===== src/rtl/countdown_timer_if.sv =====
// ============================================================================
// Module      : countdown_timer_if
// Description : Control/status bundle for the hh:mm:ss countdown timer.
//               The master drives the commands and the preset; the slave
//               (the timer) returns the remaining time and status flags.
// Revision    : 1.0 - initial release
// ============================================================================
`default_nettype none

interface countdown_timer_if;
    logic       tick;
    logic       clear;
    logic       load;
    logic [7:0] load_hr;
    logic [7:0] load_min;
    logic [7:0] load_sec;
    logic       start;
    logic       pause;
    logic       ack;
    logic [7:0] hrs;
    logic [7:0] min;
    logic [7:0] sec;
    logic       running;
    logic       alarm;
    logic       done;

    modport master (
        output tick, clear, load, load_hr, load_min, load_sec, start, pause, ack,
        input  hrs, min, sec, running, alarm, done
    );

    modport slave (
        input  tick, clear, load, load_hr, load_min, load_sec, start, pause, ack,
        output hrs, min, sec, running, alarm, done
    );
endinterface

`default_nettype wire


===== src/rtl/countdown_timer.sv =====
// ============================================================================
// Module      : countdown_timer
// Description : Hours/minutes/seconds countdown timer. Loads a clamped preset,
//               decrements once per tick with borrow across the fields and
//               raises a latched alarm at 00:00:00 that clears on ack or after
//               ALARM_TICKS ticks (ALARM_TICKS = 0 waits for ack only).
// Revision    : 1.0 - initial release
// ============================================================================
`default_nettype none

module countdown_timer #(
    parameter int HR_MAX      = 23,
    parameter int ALARM_TICKS = 30
) (
    input  logic             clk,
    input  logic             reset,
    countdown_timer_if.slave bus
);

    localparam logic [7:0] c_hr_max    = 8'(HR_MAX);
    localparam logic [7:0] c_field_max = 8'd59;
    // Counter only has to reach ALARM_TICKS-1; keep at least one bit so the
    // declaration stays legal when the timeout is disabled.
    localparam int         CNT_W       = (ALARM_TICKS > 1) ? $clog2(ALARM_TICKS) : 1;

    typedef enum logic [1:0] {
        ST_IDLE    = 2'd0,
        ST_RUN     = 2'd1,
        ST_PAUSE   = 2'd2,
        ST_EXPIRED = 2'd3
    } state_t;

    state_t           state_q,     state_d;
    logic [7:0]       hrs_q,       hrs_d;
    logic [7:0]       min_q,       min_d;
    logic [7:0]       sec_q,       sec_d;
    logic             running_q,   running_d;
    logic             alarm_q,     alarm_d;
    logic             done_q,      done_d;
    logic [CNT_W-1:0] alarm_cnt_q, alarm_cnt_d;

    logic [7:0]       dec_hrs;
    logic [7:0]       dec_min;
    logic [7:0]       dec_sec;
    logic             dec_zero;
    logic             time_zero;
    logic             alarm_limit_hit;

    assign time_zero = (hrs_q == 8'd0) && (min_q == 8'd0) && (sec_q == 8'd0);

    // The alarm timeout comparator only exists when a timeout is configured.
    if (ALARM_TICKS > 0) begin : g_alarm_timeout
        localparam logic [CNT_W-1:0] c_cnt_last = CNT_W'(ALARM_TICKS - 1);
        assign alarm_limit_hit = (alarm_cnt_q == c_cnt_last);
    end else begin : g_alarm_ack_only
        assign alarm_limit_hit = 1'b0;
    end

    // One-second decrement with borrow; only consulted while running, where
    // the time is known to be non-zero so no field can wrap below zero.
    always_comb begin
        dec_hrs = hrs_q;
        dec_min = min_q;
        dec_sec = sec_q;
        if (sec_q != 8'd0) begin
            dec_sec = sec_q - 8'd1;
        end else if (min_q != 8'd0) begin
            dec_sec = c_field_max;
            dec_min = min_q - 8'd1;
        end else if (hrs_q != 8'd0) begin
            dec_sec = c_field_max;
            dec_min = c_field_max;
            dec_hrs = hrs_q - 8'd1;
        end
        dec_zero = (dec_hrs == 8'd0) && (dec_min == 8'd0) && (dec_sec == 8'd0);
    end

    // Next-state and next-output logic; commands are resolved in the order
    // clear, load, ack, pause, start, tick, and each is only honoured in the
    // states where it has a meaning.
    always_comb begin
        state_d     = state_q;
        hrs_d       = hrs_q;
        min_d       = min_q;
        sec_d       = sec_q;
        alarm_cnt_d = alarm_cnt_q;
        done_d      = 1'b0;

        if (bus.clear) begin
            state_d = ST_IDLE;
            hrs_d   = 8'd0;
            min_d   = 8'd0;
            sec_d   = 8'd0;
        end else if (bus.load && (state_q != ST_RUN)) begin
            // Out-of-range presets saturate rather than being rejected.
            state_d = ST_IDLE;
            hrs_d   = (bus.load_hr  > c_hr_max)    ? c_hr_max    : bus.load_hr;
            min_d   = (bus.load_min > c_field_max) ? c_field_max : bus.load_min;
            sec_d   = (bus.load_sec > c_field_max) ? c_field_max : bus.load_sec;
        end else begin
            case (state_q)
                ST_IDLE, ST_PAUSE: begin
                    // A tick arriving with start is swallowed: RUN is entered
                    // this edge and the first decrement waits for the next tick.
                    if (bus.start && !time_zero) begin
                        state_d = ST_RUN;
                    end
                end
                ST_RUN: begin
                    if (bus.pause) begin
                        state_d = ST_PAUSE;
                    end else if (bus.tick) begin
                        hrs_d = dec_hrs;
                        min_d = dec_min;
                        sec_d = dec_sec;
                        if (dec_zero) begin
                            state_d     = ST_EXPIRED;
                            done_d      = 1'b1;
                            alarm_cnt_d = '0;
                        end
                    end
                end
                ST_EXPIRED: begin
                    if (bus.ack) begin
                        state_d = ST_IDLE;
                    end else if (bus.tick) begin
                        if (alarm_limit_hit) begin
                            state_d = ST_IDLE;
                        end else begin
                            alarm_cnt_d = alarm_cnt_q + CNT_W'(1);
                        end
                    end
                end
                default: begin
                    state_d = ST_IDLE;
                end
            endcase
        end

        running_d = (state_d == ST_RUN);
        alarm_d   = (state_d == ST_EXPIRED);
    end

    // State and registered outputs, cleared asynchronously.
    always_ff @(posedge clk or posedge reset) begin
        if (reset) begin
            state_q     <= ST_IDLE;
            hrs_q       <= 8'd0;
            min_q       <= 8'd0;
            sec_q       <= 8'd0;
            running_q   <= 1'b0;
            alarm_q     <= 1'b0;
            done_q      <= 1'b0;
            alarm_cnt_q <= '0;
        end else begin
            state_q     <= state_d;
            hrs_q       <= hrs_d;
            min_q       <= min_d;
            sec_q       <= sec_d;
            running_q   <= running_d;
            alarm_q     <= alarm_d;
            done_q      <= done_d;
            alarm_cnt_q <= alarm_cnt_d;
        end
    end

    assign bus.hrs     = hrs_q;
    assign bus.min     = min_q;
    assign bus.sec     = sec_q;
    assign bus.running = running_q;
    assign bus.alarm   = alarm_q;
    assign bus.done    = done_q;

endmodule

`default_nettype wire


===== src/flat_wrapper.sv =====
// flat-port wrapper written by rule: the top's interface ports become plain ports
module countdown_timer_flat 
#(
    parameter int HR_MAX      = 23,
    parameter int ALARM_TICKS = 30
)
  (clk, reset, bus_tick, bus_clear, bus_load, bus_load_hr, bus_load_min, bus_load_sec, bus_start, bus_pause, bus_ack, bus_hrs, bus_min, bus_sec, bus_running, bus_alarm, bus_done);
  countdown_timer_if bus_i ();
  input  logic clk;
  input  logic reset;
  input wire logic [$bits(bus_i.tick)-1:0] bus_tick;
  input wire logic [$bits(bus_i.clear)-1:0] bus_clear;
  input wire logic [$bits(bus_i.load)-1:0] bus_load;
  input wire logic [$bits(bus_i.load_hr)-1:0] bus_load_hr;
  input wire logic [$bits(bus_i.load_min)-1:0] bus_load_min;
  input wire logic [$bits(bus_i.load_sec)-1:0] bus_load_sec;
  input wire logic [$bits(bus_i.start)-1:0] bus_start;
  input wire logic [$bits(bus_i.pause)-1:0] bus_pause;
  input wire logic [$bits(bus_i.ack)-1:0] bus_ack;
  output wire logic [$bits(bus_i.hrs)-1:0] bus_hrs;
  output wire logic [$bits(bus_i.min)-1:0] bus_min;
  output wire logic [$bits(bus_i.sec)-1:0] bus_sec;
  output wire logic [$bits(bus_i.running)-1:0] bus_running;
  output wire logic [$bits(bus_i.alarm)-1:0] bus_alarm;
  output wire logic [$bits(bus_i.done)-1:0] bus_done;
  assign bus_i.tick = bus_tick;
  assign bus_i.clear = bus_clear;
  assign bus_i.load = bus_load;
  assign bus_i.load_hr = bus_load_hr;
  assign bus_i.load_min = bus_load_min;
  assign bus_i.load_sec = bus_load_sec;
  assign bus_i.start = bus_start;
  assign bus_i.pause = bus_pause;
  assign bus_i.ack = bus_ack;
  assign bus_hrs = bus_i.hrs;
  assign bus_min = bus_i.min;
  assign bus_sec = bus_i.sec;
  assign bus_running = bus_i.running;
  assign bus_alarm = bus_i.alarm;
  assign bus_done = bus_i.done;
  countdown_timer #(.HR_MAX(HR_MAX), .ALARM_TICKS(ALARM_TICKS)) u_core (.clk(clk), .reset(reset), .bus(bus_i));
endmodule

===== config.mk =====
export PLATFORM = sky130hd
export DESIGN_NAME = countdown_timer_flat
export DESIGN_NICKNAME = d
export VERILOG_FILES = /design/src/rtl/countdown_timer_if.sv /design/src/rtl/countdown_timer.sv /design/src/flat_wrapper.sv
export SDC_FILE = /design/constraint.sdc
export NUM_CORES = 1
export LEC_CHECK = 0
export ABC_CLOCK_PERIOD_IN_PS = 5300
export BUFFER_PORTS_ARGS = -buffer_cell sky130_fd_sc_hd__buf_4
export CORE_MARGIN = 2
export CORE_UTILIZATION = 50
export DETAILED_ROUTE_END_ITERATION = 16
export PLACE_DENSITY = 0.74
export SKIP_CTS_REPAIR_TIMING = 1
export SYNTH_ARGS = -nofsm -noshare
export SYNTH_HDL_FRONTEND = slang
export SYNTH_SLANG_ARGS = --single-unit

===== constraint.sdc =====
create_clock -name clk -period 5.3 [get_ports clk]
set_input_delay 1.59 -clock clk [delete_from_list [all_inputs] [get_ports clk]]
set_output_delay 1.59 -clock clk [all_outputs]
set_load 0.01 [all_outputs]

# ---- Word level (Yosys, flattened, before mapping)
# Index checks and enable logic that the tools add are counted.
dict set report word_totals {
  output_inout_bits 27
  inputBits 32
  ff_bits 34
}
dict set report classes {
  order_cmp 3
  bitwise 2
  muxes 50
  addsub 4
  n_eq_ne 14
  reduce_logical 23
}
# cell count
set ops {}
lappend ops {{$mux W8} 27}
lappend ops {{$logic_not A8 Y1} 6}
lappend ops {{$mux W5} 6}
lappend ops {{$reduce_bool A8 Y1} 3}
lappend ops {{$sub A8 B1 Y8 const B} 3}
lappend ops {{$mux W2} 9}
lappend ops {{$gt A8 B6 Y1 const B} 2}
lappend ops {{$ne A2 B2 Y1 const B} 5}
lappend ops {{$pmux W5 S2} 1}
lappend ops {{$reduce_and A9 Y1} 1}
lappend ops {{$gt A8 B5 Y1 const B} 1}
lappend ops {{$eq A2 B2 Y1 const B} 3}
lappend ops {{$logic_and A1 B1 Y1} 6}
lappend ops {{$mux W1} 6}
lappend ops {{$pmux W2 S3} 1}
lappend ops {{$reduce_bool A3 Y1} 2}
lappend ops {{$add A5 B1 Y5 const B} 1}
lappend ops {{$eq A5 B5 Y1 const B} 1}
lappend ops {{$eq A2 B1 Y1 const B} 2}
lappend ops {{$ne A2 B1 Y1 const B} 2}
lappend ops {{$ne A3 B2 Y1 const B} 1}
lappend ops {{$reduce_and A3 Y1} 1}
lappend ops {{$logic_not A2 Y1} 1}
lappend ops {{$not A1 Y1} 2}
lappend ops {{other kinds (3)} 3}

# ---- Longest topological paths before layout
# Gate-level depths: netlist of run 1.
dict set report depth {
  depth_word 14
  mapped_depth 11
}

# ---- Least setup slack after synthesis of run 1
# Ideal clock, no wire load.
dict set report synth_path {
  path_type {input port to flip-flop}
  start {input port bus_tick}
  end {register u_core.sec_q[0], in the netlist u_core.bus.sec[0]}
  setup_slack_ps 2337
  setup_time_ps 119
  arrival_ps 2844
  required_time_ps 5181
  stages 6
  path_cell_list {nand2_1 > nor2_1 > nor3_1 > clkbuf_1 > o21ai_0 > o21a_1}
}
dict set report synth_via {
  elab_chain_len 2
}
# item line_no
set synth_rtl {}
lappend synth_rtl {{from (decl)} flat_wrapper.sv:11} ;# input wire logic [$bits(bus_i.tick)-1:0] bus_tick;
lappend synth_rtl {{$reduce_bool A3 Y1 (no source line)} --}
lappend synth_rtl {{$reduce_and A3 Y1 (no source line)} --}
lappend synth_rtl {{to (signal assigned)} countdown_timer.sv:150} ;# sec_q <= 8'd0;
lappend synth_rtl {{to (signal assigned)} countdown_timer.sv:159} ;# sec_q <= sec_d;
lappend synth_rtl {{to (decl)} countdown_timer.sv:36} ;# logic [7:0] sec_q, sec_d;
# Every way passes these cells.
# A chain may end at the register's enable or synchronous reset.

# ---- Worst setup path in the final report of run 1
dict set report layout_path {
  start {register u_core.sec_q[0], in the netlist u_core.bus.sec[0]}
  end {register u_core.alarm_cnt_q[3]}
}
dict set report layout_via {
  elab_chain_len 7
  elab_cells_between_ends 14
  cone_classes {add/sub (1); eq/ne (1); mux (5); reduce/logical (7)}
}
# item line_no
set layout_rtl {}
lappend layout_rtl {{parallel branches: the longest is 4 deep, another holds $sub A8 B1 Y8} --}
lappend layout_rtl {{$logic_and A1 B1 Y1 (*)} countdown_timer.sv:75} ;# dec_zero = (dec_hrs == 8'd0) && (dec_min == 8'd0) && (dec_sec == 8'd0);
lappend layout_rtl {{$ne A2 B1 Y1 (no source line) (*)} --}
lappend layout_rtl {{$reduce_and A9 Y1 (no source line) (*)} --}
lappend layout_rtl {{to (signal assigned)} countdown_timer.sv:163} ;# alarm_cnt_q <= alarm_cnt_d;
lappend layout_rtl {{to (decl)} countdown_timer.sv:40} ;# logic [CNT_W-1:0] alarm_cnt_q, alarm_cnt_d;
# Every way passes the cells marked *.

==> results of run 1 <==
[layout make-up]
class	instances	area, µm²
multi-input cells	257	1670
flip-flops and latches	34	851
clock inverters	1	5.00
repair buffers	60	450
clock buffers	7	86.3
fillers	501	1930
inverters	18	67.6
well taps	70	87.6
[worst paths after layout]
| path | to | slack (ns) | depth (start not counted) |
|---|---|---|---|
| worst max-delay path | u_core.alarm_cnt_q[3] | 1.58 | 10 |
| worst min-delay path | u_core.alarm_cnt_q[1] | 0.59 | 2 |
| worst max register to register | u_core.alarm_cnt_q[3] | 1.58 | 10 |
| worst min register to register | u_core.alarm_cnt_q[1] | 0.59 | 2 |
| max in group asynchronous | u_core.bus.hrs[1] | 3.59 | 3 |
| min in group asynchronous | u_core.bus.sec[7] | 1.38 | 3 |
[metal layers]
| layer | up-vias | wire, µm | part of all wire (%) | GRT usage, % |
|---|---|---|---|---|
| met2 | 118 | 3690 | 49 | 43.4 |
| met5 | - | 0 | 0 | 0 |
| met1 | 1343 | 3200 | 43 | 36.1 |
| met4 | 0 | 76 | 1.0 | 7.14 |
| met3 | 9 | 512 | 6.8 | 4.00 |
| li1 | 1323 | - | - | - |
[Yosys cell counts (3+ instances only)]
master     count  area (µm²)
nor4_1         3        18.8
nor3_1        12        60.1
mux2i_1        6        60.1
clkbuf_1       8        30.0
or3_1          5        31.3
a2111oi_0      4        35.0
nand3_1       12        60.1
o31ai_1        6        45.0
o21a_1         3        22.5
inv_1         18        67.6
ha_1           6        75.1
nor2_1        43         161
a21o_1         3        22.5
o22ai_1        3        18.8
a21oi_1       19        95.1
a211oi_1       6        45.0
o22a_1         4        35.0
nand2b_1       5        31.3
buf_6          3        33.8
a22o_1         5        43.8
nand4_1        6        37.5
o41ai_1        7        61.3
o21ai_0       17        85.1
buf_2          5        25.0
nand2_1       26        97.6
dfrtp_1       34         851
[worst reg2reg max path: stages, from the launching register on]
cell and delay [ns]:
dfrtp_1 0.47, inv_1 0.14, ha_1 0.22, nor4b_4 0.59
nand4_1 0.41, nor4_1 0.44, mux2i_1 0.28, o2111a_1 0.27
a31oi_1 0.16, or2_1 0.29, o311a_1 0.33
[metrics by stage]
step / total power [W] / setup WS, ns / instances / utilization (%)
finish: 0.000899 / 1.58 / 447 / 62.5
global route: 0.000959 / 1.38 / 447 / 62.5
CTS: 0.000896 / 1.63 / 447 / 62.5
detailed placement: 0.000690 / 1.59 / 439 / 60.7
global placement: 0.000687 / 1.70 / 439 / 60.7
floorplan: 0.000589 / 2.34 / 327 / -
[kinds of logic (layout without fill, tap and decap cells)]
group | count (synthesis) | count (layout)
AO/OA/AOI/OAI | 99 | 99
XOR/XNOR | 1 | 1
adder cells (fa/ha/maj) | 6 | 6
buffers and inverters | 36 | 86
flip-flops | 34 | 34
multiplexers | 6 | 6
AND/OR/NAND/NOR | 145 | 145
[where the power goes]
part           internal, W  switching, W  total, W
sequential        0.000290     0.0000602  0.000350
clock             0.000105      0.000104  0.000209
combinational     0.000155      0.000186  0.000341
[state kept, by name, summed over array words and instances, names as in the netlist]
register            count
u_core.bus.done         1
u_core.bus.alarm        1
u_core.bus.min          8
u_core.state_q          2
u_core.bus.sec          8
u_core.alarm_cnt_q      5
u_core.bus.hrs          8
u_core.bus.running      1
==> run metrics, run 1 <==
row count=26; total track usage=26.4%; most frequent cells in the layout=buf_4, nor2_1, dfrtp_1, nand2_1, a21oi_1; vias in the first global route=2,597; FF+latch count, synth=34; DRC viols=0; vias=2,793; combinational family with the most area after synthesis=simple AND/OR/NAND/NOR gates; antenna cells=0; mapped cell area=0.00268 mm²; most common cell after layout, fill and taps aside=buf_4; drt initial violations=376; asr flop ratio synth=100%; routed vias/inst=6.25; cells after synthesis=327; Final #Nets=414; CP Capture Type=flip-flop; # port buffers=58; worst slew pin tran=0.903 ns; f_max=0.269 GHz; Max Root-Sink Buffers=2; Setup Skew=0.00564 ns; 1st-pass router iterations=5; worst-skew pair later-pin latency=0.30 ns; outcome=complete, no violations; Worst slew margin=39.5%; worst-path maximum fanout=13; Seq/Total Area, Yosys=31.7%; layout cells sized above 1=22.0%; Clk pin slew, worst setup/hold paths=0.07 ns; CTS tree=done; leakage power=1.45 nW; per-cell routed wire length=16.7 µm; Synth Area in XOR/XNOR=0.326%; time the worst path needs with I/O delays and setup=3.72 ns; RSZ-0062 raised after global routing=no; Syn-to-layout area delta=19.8%; final period utilization=70.2%; H-tree Lvls=2; FF-to-FF Start=u_core.bus.sec[0]; worst min-delay path class=flip-flop to flip-flop; Slew Limit Fails=0; I/O pin count=59; P per Cell Area=280 mW/mm²; Hold WS=0.588 ns; Post-synth EDFFs=0; Arr. time, crit path=3.91 ns; Cell variety after synth=69; critical path's top delay family=simple AND/OR/NAND/NOR gates; Num CTS Buffers=5; Die X-Extent=77.2 µm; GPL Wtd Cong=0.917; Detailed Route WL=7480 µm; initial core utilization=52.2%; complex-gate fraction of the synthesized area=26.4%; initial antenna violation count=0; CP Launch Type=flip-flop; Synth Flop Type=dfrtp_1; DPL Wire Length=5470 µm; Synth Area in Simple Gates=30.1%; Buf+Inv Stages, Crit Path=1; die area=0.00597 mm²; multiplexer share of the synthesized area=2.24%; maximum vdd drop=0.141 mV; max incr delay on CP=0.59 ns; yosys warns=0; DP Area=0.00312 mm²; setup TNS=0 ns; max cap viols=0; global-route wire length before repair=12,700 µm; Worst Setup SP=u_core.bus.sec[0]; Setup CP Type=flip-flop to flip-flop; Core Box Area=0.00514 mm²; Crit path required time=5.49 ns; final setup vio count=0; Synth Area in Adders=2.80%; die span in y=77.2 µm; Hold Path Origin=u_core.alarm_cnt_q[1]; Clock Sinks=34; number of nets with antenna violations after routing=0; worst-path cell chain=inv_1 -> ha_1 -> nor4b_4 -> nand4_1 -> nor4_1 -> mux2i_1 -> o2111a_1 -> a31oi_1 -> or2_1 -> o311a_1; CP max-delay cell=nor4b_4; largest net degree at the start of global routing=35; Design Area, Final=0.00321 mm²; Mapped Nets=365; Fin. Hold Viols=0; total gr overflow=0; Syn Area/Cell=8.20 µm²; clk root buf=clkbuf_8
No activity file was read; power rests on OpenSTA's default activity.
==> run 2: changes to the inputs <==
ABC_CLOCK_PERIOD_IN_PS = 3000   (was 5300)
PLACE_DENSITY = 0.77   (was 0.74)
clock period = 3 ns   (was 5.3 ns; I/O delays follow)
==> run metrics, run 2 (synthesis results as in run 1) <==
Num CTS Buffers=5 (unchanged); Final #Nets=448 (+8.2%); Max Root-Sink Buffers=2 (unchanged); drt initial violations=238 (-37%); I/O pin count=59 (unchanged); # port buffers=58 (unchanged); DPL Wire Length=5920 µm (+8.2%); total track usage=27.7% (+1.4 points); CP Capture Type=flip-flop; Setup CP Type=flip-flop to flip-flop; Worst slew margin=65.0% (+26 points); largest net degree at the start of global routing=35 (unchanged); layout cells sized above 1=30.7% (+8.7 points); antenna cells=0 (unchanged); total gr overflow=0 (unchanged); worst-path maximum fanout=3 (-10); final design utilization=68.8% (+6.3 points); GPL Wtd Cong=0.943 (+2.8%); number of nets with antenna violations after routing=0 (unchanged); Core Box Area=0.00514 mm² (unchanged); Tot Pwr=0.00169 W (+88%); Die X-Extent=77.2 µm (unchanged); worst min-delay path class=flip-flop to flip-flop; initial core utilization=52.2% (unchanged); die span in y=77.2 µm (unchanged); Arr. time, crit path=3.07 ns (-0.84 ns); f_max=0.345 GHz (+28%); routed vias/inst=6.20 (-0.84%); worst slew pin tran=0.517 ns (-0.385 ns); Setup Skew=0.00343 ns (-0.00221 ns); P per Cell Area=479 mW/mm² (+71%); Crit path required time=3.17 ns (-2.32 ns); CTS tree=done; die area=0.00597 mm² (unchanged); maximum vdd drop=0.291 mV (+110%); vias in the first global route=2,784 (+7.2%); placed insts=468 (+6.6%); Final Non-Filler Cells=480 (+7.4%); H-tree Lvls=2 (unchanged); 1st-pass router iterations=4 (-1); Fin. Hold Viols=0 (unchanged); final period utilization=96.6% (+26 points); CP Launch Type=flip-flop; final setup vio count=0 (unchanged); outcome=complete, no violations; global-route wire length before repair=13,300 µm (+4.7%); Slew Limit Fails=0 (unchanged); Syn-to-layout area delta=31.9%; most common cell after layout, fill and taps aside=buf_4; most frequent cells in the layout=buf_4, nor2_1, dfrtp_1, nand2_1, a21oi_1; row count=26 (unchanged); Fillers=454 (-9.4%); Clock Sinks=34 (unchanged); max cap viols=0 (unchanged); leakage power=1.62 nW (+12%); initial antenna violation count=1 (+1); DRC viols=0 (unchanged); worst-skew pair later-pin latency=0.29 ns (about the same); setup TNS=0 ns (unchanged); per-cell routed wire length=16.9 µm (+0.81%); time the worst path needs with I/O delays and setup=2.90 ns (-0.820 ns); Hold WS=0.589 ns (+0.00119 ns); Clk pin slew, worst setup/hold paths=0.07 ns (about the same); vias=2,974 (+6.5%); clk root buf=clkbuf_8; Detailed Route WL=8100 µm (+8.2%)
-- run 2: routing by layer --
layer | track usage [%] | part of all wire (%)
met1 | 35.4 | 41
met3 | 7.18 | 7.5
met2 | 44.9 | 48
met5 | 0 | 0.16
met4 | 10.7 | 3.0
-- run 2: path summary, 6_finish.rpt --
check	startpoint	to	slack (ns)	cells after the start
worst max-delay path	u_core.bus.sec[1]	u_core.alarm_cnt_q[3]	0.10	10
worst min-delay path	u_core.alarm_cnt_q[1]	u_core.alarm_cnt_q[1]	0.59	2
worst max register to register	u_core.bus.sec[1]	u_core.alarm_cnt_q[3]	0.10	10
worst min register to register	u_core.alarm_cnt_q[1]	u_core.alarm_cnt_q[1]	0.59	2
max in group asynchronous	reset	u_core.bus.hrs[1]	1.96	3
min in group asynchronous	reset	u_core.bus.sec[6]	0.72	3
-- run 2: final cells by class --
| type | count | area, µm² | share of cell area [%] |
|---|---|---|---|
| Timing Repair Buffer | 94 | 709 | 20.0 |
| Sequential cell | 34 | 851 | 24.0 |
| Multi-Input combinational cell | 257 | 1750 | 49.4 |
| Clock buffer | 7 | 76.3 | 2.16 |
| Inverter | 18 | 67.6 | 1.91 |
| Tap cell | 70 | 87.6 | 2.48 |
-- run 2: through the flow --
step,instance area (µm²),setup WS [ns]
6_report,3540,0.101
5_1_grt,3540,-0.0120
4_1_cts,3420,-0.00890
3_5_place_dp,3340,0.0246
3_3_place_gp,3340,0.166
2_1_floorplan,2680,0.0943
-- run 2: worst max-delay path: stages, from the launching register on --
cell and delay (ns):
dfrtp_1 0.38, inv_1 0.14, ha_1 0.21, or3b_1 0.37, o22ai_1 0.23, and4_1 0.25
o2111ai_2 0.15, nor4_4 0.30, a31oi_1 0.14, or2_1 0.28, o311a_1 0.33
-- run 2: where the power goes --
group / internal [W] / switching [W] / total (W)
Clock: 0.000160 / 0.000167 / 0.000327
Combinational: 0.000370 / 0.000419 / 0.000790
Sequential: 0.000512 / 0.0000645 / 0.000577
==> run 3: changes to the inputs <==
CELL_PAD_IN_SITES_DETAIL_PLACEMENT = 1   (was default)
CELL_PAD_IN_SITES_GLOBAL_PLACEMENT = 1   (was default)
CORE_UTILIZATION = 36   (was 50)
GPL_TIMING_DRIVEN = 0   (was default)
PLACE_DENSITY = default   (was 0.77)
PLACE_DENSITY_LB_ADDON = 0.1   (was default)
==> run metrics, run 3 (synthesis results as in run 1) <==
CP Launch Type=flip-flop; clk root buf=clkbuf_8; final period utilization=98.4% (+1.7 points); CTS tree=done; Detailed Route WL=9870 µm (+22%); max cap viols=0 (unchanged); DRC viols=0 (unchanged); global-route wire length before repair=14,600 µm (+9.9%); setup TNS=0 ns (unchanged); internal reg-to-reg setup slack=0.05 ns (-0.05 ns); Num CTS Buffers=5 (unchanged); Design Area, Final=0.00370 mm² (+4.6%); total track usage=22.2% (-5.5 points); Die X-Extent=90.3 µm (+17%); drt initial violations=121 (-49%); CP Capture Type=flip-flop; worst slew pin tran=0.891 ns (+0.373 ns); initial core utilization=37.0% (-15 points); # port buffers=58 (unchanged); Syn-to-layout area delta=38.0%; 1st-pass router iterations=4 (unchanged); Fin. Hold Viols=0 (unchanged); Max Root-Sink Buffers=2 (unchanged); H-tree Lvls=2 (unchanged); vias in the first global route=2,841 (+2.0%); most common cell after layout, fill and taps aside=buf_4; Clock Sinks=34 (unchanged); worst-skew pair later-pin latency=0.30 ns (about the same); worst-path maximum fanout=5 (+2); Hold Path Origin=u_core.bus.hrs[0]; GPL Wtd Cong=0.848 (-10%); per-cell routed wire length=19.2 µm (+14%); Core Box Area=0.00725 mm² (+41%); Hold WS=0.587 ns (-0.00161 ns); initial antenna violation count=0 (-1); largest net degree at the start of global routing=35 (unchanged); Worst slew margin=40.2% (-25 points); DPL Wire Length=6730 µm (+14%); Arr. time, crit path=3.13 ns (+0.06 ns); die area=0.00816 mm² (+37%); DP Area=0.00324 mm² (-2.9%); outcome=complete, no violations; Final Non-Filler Cells=515 (+7.3%); Clk pin slew, worst setup/hold paths=0.08 ns (about the same); FF-to-FF Start=u_core.bus.sec[0]; leakage power=1.64 nW (+0.79%); final design utilization=51.0% (-18 points); antenna cells=0 (unchanged); worst min-delay path class=flip-flop to flip-flop; placed insts=484 (+3.4%); R2R Path End=u_core.alarm_cnt_q[3]; Final #Nets=453 (+1.1%); total gr overflow=0 (unchanged); routed vias/inst=5.78 (-6.6%); most frequent cells in the layout=buf_4, nor2_1, dfrtp_1, nand2_1, a21oi_1; Setup Skew=0.0118 ns (+0.00841 ns); vias=2,979 (+0.17%); die span in y=90.3 µm (+17%); layout cells sized above 1=34.9% (+4.1 points); RSZ-0062 raised after global routing=yes; P per Cell Area=495 mW/mm² (+3.5%); number of nets with antenna violations after routing=0 (unchanged); Min-Delay Endpoint=u_core.bus.hrs[0]; maximum vdd drop=0.218 mV (-25%); I/O pin count=59 (unchanged); Hold Crit Depth=1 (-1); Crit path required time=3.18 ns (about the same); row count=31 (+19%); f_max=0.339 GHz (-1.7%); cells on worst reg2reg path=12 (+2); final setup vio count=0 (unchanged); Setup CP Type=flip-flop to flip-flop; time the worst path needs with I/O delays and setup=2.95 ns (+0.0515 ns); Slew Limit Fails=0 (unchanged)
==> run 3: cell count changes in the layout (fill, tap and decap cells not counted), sizes merged <==
| cell | delta |
|---|---|
| buf | -3 |
| clkbuf | +7 |
| clkinv | +1 |
| clkinvlp | +1 |
==> run 3: final cells by class <==
class                           count  area (µm²)
Clock inverter                      2        12.5
Fill cell                         899        3550
Clock buffer                        6        82.6
Tap cell                           99         124
Inverter                           18        70.1
Sequential cell                    34         857
Buffer                             18         108
Timing Repair Buffer               81         606
Multi-Input combinational cell    257        1840
==> run 3: power by group <==
group          internal (W)  switching, W  leakage, nW
registers          0.000514     0.0000726        0.428
logic              0.000393      0.000474         1.16
clock network      0.000185      0.000194       0.0472
total               0.00109      0.000741         1.64
==> run 3: critical path, cell delays in order, from the launching register on <==
cell	delay, ns
dfrtp_2	0.45
inv_4	0.09
ha_4	0.15
nor4b_4	0.21
buf_4	0.19
nand4_1	0.08
buf_4	0.18
nand2b_1	0.24
o31ai_2	0.25
o2111a_2	0.30
a31oi_4	0.09
or2_4	0.26
o311a_1	0.32
==> run 3: how the worst max path moves through the flow <==
stage                           start                    end  slack (ns)
floorplan           u_core.bus.sec[0]  u_core.alarm_cnt_q[3]        0.09
global placement    u_core.bus.sec[0]  u_core.alarm_cnt_q[3]       -0.39
detailed placement  u_core.bus.sec[0]  u_core.alarm_cnt_q[3]       -0.41
CTS                 u_core.bus.sec[0]  u_core.alarm_cnt_q[3]       -0.42
global route        u_core.bus.sec[1]  u_core.alarm_cnt_q[3]       -0.08
finish              u_core.bus.sec[0]  u_core.alarm_cnt_q[3]        0.05
==> run 3: through the flow <==
step | worst slack, ns | total power, W
after global placement | -0.390 | 0.00126
final | 0.0493 | 0.00183
after floorplan | 0.0943 | 0.00104
after global routing | -0.0751 | 0.00194
after detailed placement | -0.413 | 0.00127
after CTS | -0.423 | 0.00166
==> run 3: layer usage <==
layer  wire [µm]  global-route usage, %  vias up  part of all wire [%]
met5           0                      0        -                     0
met4         106                   4.49        0                   1.1
met3         406                   3.34       10                   4.1
met2        4900                   37.8       73                    50
met1        4450                   30.2     1489                    45
li1            -                      -     1407                     -
